--- config.mk ---
export PLATFORM = sky130hd
export DESIGN_NAME = comb_logic_unit
export DESIGN_NICKNAME = d
export VERILOG_FILES = /design/src/rtl/comb_logic_unit.sv
export SDC_FILE = /design/constraint.sdc
export NUM_CORES = 1
export LEC_CHECK = 0
export BUFFER_PORTS_ARGS = -buffer_cell sky130_fd_sc_hd__clkbuf_2
export CORE_AREA = 2 2 47 60
export CTS_CLUSTER_DIAMETER = 50
export CTS_CLUSTER_SIZE = 25
export DETAILED_ROUTE_END_ITERATION = 7
export DIE_AREA = 0 0 49 62
export PLACE_DENSITY = 0.78
export SKIP_LAST_GASP = 1
export SLEW_MARGIN = 20
export SYNTH_ARGS = -nofsm -noshare
export SYNTH_HDL_FRONTEND = slang
export SYNTH_SLANG_ARGS = --single-unit
--- constraint.sdc ---
create_clock -name clk -period 1.3 [get_ports clk]
set_input_delay 0.13 -clock clk [delete_from_list [all_inputs] [get_ports clk]]
set_output_delay 0.13 -clock clk [all_outputs]
set_load 0.03 [all_outputs]
--- src/rtl/comb_logic_unit.sv ---
// comb_logic_unit: registered bundle of small logic functions.
// Provides a W-bit gate bank (inv/and/or/xor/nand/nor), an N-input AND
// reduction and a 4:1 mux. Every result passes through one output register,
// so all outputs change together, free of glitches, one cycle after their
// inputs are sampled.
// Optional feature: define COMB_PARITY_EN to build a registered XOR
// reduction of operand a on ypar; otherwise ypar is tied to 0.
module comb_logic_unit #(
    parameter int W = 4,
    parameter int N = 8
) (
    input  logic         clk,
    input  logic         reset,
    input  logic [W-1:0] a,
    input  logic [W-1:0] b,
    input  logic [N-1:0] d8,
    input  logic [W-1:0] d0,
    input  logic [W-1:0] d1,
    input  logic [W-1:0] d2,
    input  logic [W-1:0] d3,
    input  logic [1:0]   s,
    output logic [W-1:0] yinv,
    output logic [W-1:0] yand,
    output logic [W-1:0] yor,
    output logic [W-1:0] yxor,
    output logic [W-1:0] ynand,
    output logic [W-1:0] ynor,
    output logic         y8,
    output logic [W-1:0] ymux,
    output logic         ypar
);

    logic [W-1:0] muxsel;

    // Decode the mux select; every select value maps to exactly one input.
    always_comb begin
        muxsel = d0;
        case (s)
            2'b00:   muxsel = d0;
            2'b01:   muxsel = d1;
            2'b10:   muxsel = d2;
            2'b11:   muxsel = d3;
            default: muxsel = d0;
        endcase
    end

    // Capture all gate, reduction and mux results; reset clears them to 0.
    always_ff @(posedge clk) begin
        if (reset) begin
            yinv  <= '0;
            yand  <= '0;
            yor   <= '0;
            yxor  <= '0;
            ynand <= '0;
            ynor  <= '0;
            y8    <= 1'b0;
            ymux  <= '0;
        end else begin
            yinv  <= ~a;
            yand  <= a & b;
            yor   <= a | b;
            yxor  <= a ^ b;
            ynand <= ~(a & b);
            ynor  <= ~(a | b);
            y8    <= &d8;
            ymux  <= muxsel;
        end
    end

`ifdef COMB_PARITY_EN
    // Register the parity of operand a alongside the other results.
    always_ff @(posedge clk) begin
        if (reset) begin
            ypar <= 1'b0;
        end else begin
            ypar <= ^a;
        end
    end
`else
    assign ypar = 1'b0;
`endif

endmodule

==> summary.txt <==
Layout
  • Filler cells: 239
  • Layout Utilization: 58.76%
  • Share of cells above drive strength 1: 47.13%
  • Final net count: 200
  • Ant diodes: 0
  • Multi-input combinational cell area: 389.1 µm²
  • Register area: 580.6 µm²
  • Area growth syn-to-layout: 46.87%
  • Non-filler cells in the finished layout: 191

Worst hold path
  • Class of the worst hold path: input pin to register
  • Hold Crit Depth: 2

Worst setup path
  • Crit-path max FO: 3
  • Crit path to: yxor[1]$_SDFF_PP0_
  • Critical path type: input pin to register
  • Worst setup path start: a[1]
  • Startpoint Class: input pin
  • CP Data Required Time: 1.49 ns
  • Worst Setup End Kind: register
  • Worst EP arrival: 1.23 ns

Timing
  • Fin worst setup slack: 0.2603 ns
  • Fin. Hold Viols: 0
  • Slew Viols, Final: 0
  • Setup violators final: 0
  • Setup TNS: 0 ns
  • RSZ-0062 raised after global routing: false
  • Fin crit period: 1.040 ns
  • Fmax: 961.8 MHz
  • Final period utilization: 79.98%

Floorplanning
  • Initial Util: 40.01%
  • Die ar.: 3038 µm²
  • Io pins: 66
  • Die span in x: 49 µm
  • Row Count: 21
  • Core area: 2549 µm²
  • Chip height: 62 µm

Logic synthesis
  • Cell taking the most area after synthesis: dfxtp_1
  • Synth Net Count: 129
  • Ranking of synthesized cells by area: dfxtp_1 57%, mux4_1 10%, ha_1 9.8%
  • Cell Area, Synth: 1020 µm²
  • Synth top area share: 56.93%
  • Avg Cell Area, Syn: 12.00 µm²
  • Library cells used by synthesis: 14
  • Flops & latches, synth: 29
  • Sequential area share after synthesis: 56.93%
  • Ys Warns: 0
  • Syn Inst Count: 85

Run status
  • Status: finished clean

Run
  • Number of max-cap violations: 0

Power
  • Total power: 0.002021 W
  • Leak pwr: 0.8051 nW
  • Max rail drop VDD: 0.8959 mV
  • Pwr dens: 1349 nW/µm²

Global route
  • Number of global-route vias before repair: 732
  • Tot GR Track Use: 12.80%
  • First-pass GRT wire length: 2.704 mm
  • Congestion Overflow GR: 0
  • Largest net degree at the start of global routing: 24
  • Initial antenna violation count: 0

Routing
  • Detailed Route Iter0 Violations: 4
  • Vias: 824
  • Final antenna-violating net count: 0
  • WL final: 1.810 mm
  • Number of remaining DRC errors: 0
  • DR pass1 iterations: 5
  • WL per Instance: 9.476 µm
  • Post-DR vias/cell: 4.314

Clocking
  • CTS H-tree depth: 2
  • Root buffer cell: clkbuf_4
  • Clock tree from TritonCTS: done
  • Clock buffer depth: 2
  • Clk sinks: 29
  • Resized Gates After CTS: 0
  • CTS buffer count: 5
  • Clock slew at reported path FFs: 0.08 ns

Placed design
  • DP Cell Count: 180
  • Place WS: 0.2201 ns
  • Detail Placement HPWL: 1.479 mm
  • Gpl congestion: 0.7016
  • PortBufs: 64
logic make-up (layout without fill, tap and decap cells):
logic type / count (synthesis) / after routing / synth area share [%]
other: 1 / 1 / 0.3677
buffers and inverters: 12 / 84 / 4.908
flip-flops: 29 / 29 / 56.93
multiplexers: 4 / 4 / 10.31
AND/OR/NAND/NOR: 31 / 31 / 17.67
adder cells (fa/ha/maj): 8 / 8 / 9.816
power breakdown:
part / switching, W / internal, W / leakage [nW] / total [W]
clock network: 0.000283 / 0.000459 / 0.0455 / 0.000742
logic: 0.000189 / 0.000135 / 0.518 / 0.000324
registers: 0.0000141 / 0.000941 / 0.241 / 0.000955
per-stage QoR:
step,hold WS (ns),cell area [µm²]
floorplan,0.2024,1020
finish,0.01132,1498
global placement,0.3231,1383
CTS,0.002139,1498
detailed placement,0.3308,1383
global route,0.006110,1498
worst min path at each step:
stage                     startpoint            endpoint  slack, ns
after detailed placement        a[0]  yinv[0]$_SDFF_PP0_       0.33
after global placement          a[2]  yinv[2]$_SDFF_PP0_       0.32
final                           a[3]  yinv[3]$_SDFF_PP0_       0.01
after floorplan                 a[0]  yinv[0]$_SDFF_PP0_       0.20
after CTS                       a[3]  yinv[3]$_SDFF_PP0_      0.002
after global routing            a[3]  yinv[3]$_SDFF_PP0_      0.006
synth_stat cells, drive strengths merged:
library cell  number
dfxtp             29
nor2b             16
nor2              12
ha                 8
inv                8
mux4               4
clkbuf             3
buf                1
conb               1
nand3              1
nand4              1
nor4b              1
routing by layer:
layer  global-route usage [%]  wire [µm]  vias up
met1                    9.323        531      371
li1                         -          -      408
met2                    25.64       1073       40
met5                        0          0        -
met4                    12.24         34        0
met3                    4.785        171        5
layout make-up:
cell class	instances	area share, %
flip-flops and latches	29	38.76
clock inverters	1	2.005
multi-input cells	44	25.98
well taps	34	2.840
inverters	8	2.005
clock buffers	7	3.676
repair buffers	68	24.73
worst max-delay path, stage by stage:
cell           delay (ns)
dlygate4sd3_1        0.52
clkbuf_2             0.12
inv_1                0.04
ha_1                 0.28
nor2b_1              0.13
cells in the final DEF, fill, tap and decap left out, types with 2 or more instances in the layout:
cell type       n
clkbuf_2       64
dfxtp_1        29
nor2b_1        14
nor2_1         12
inv_1           8
ha_1            8
clkbuf_4        5
mux4_1          4
dlygate4sd3_1   3
nor2b_4         2
registers in the layout, indices dropped and copies added (netlist names):
name,cells
yand,4
yinv,4
ymux,4
ynand,4
ynor,4
yor,4
yxor,4
y8,1
what timing repair did:
action | 4_1_cts | 5_1_grt
endpoints found under the hold margin | 3 | 0
hold buffers | 3 | 0
setup buffers | 0 | 0
(Power assumes the default switching activity.)
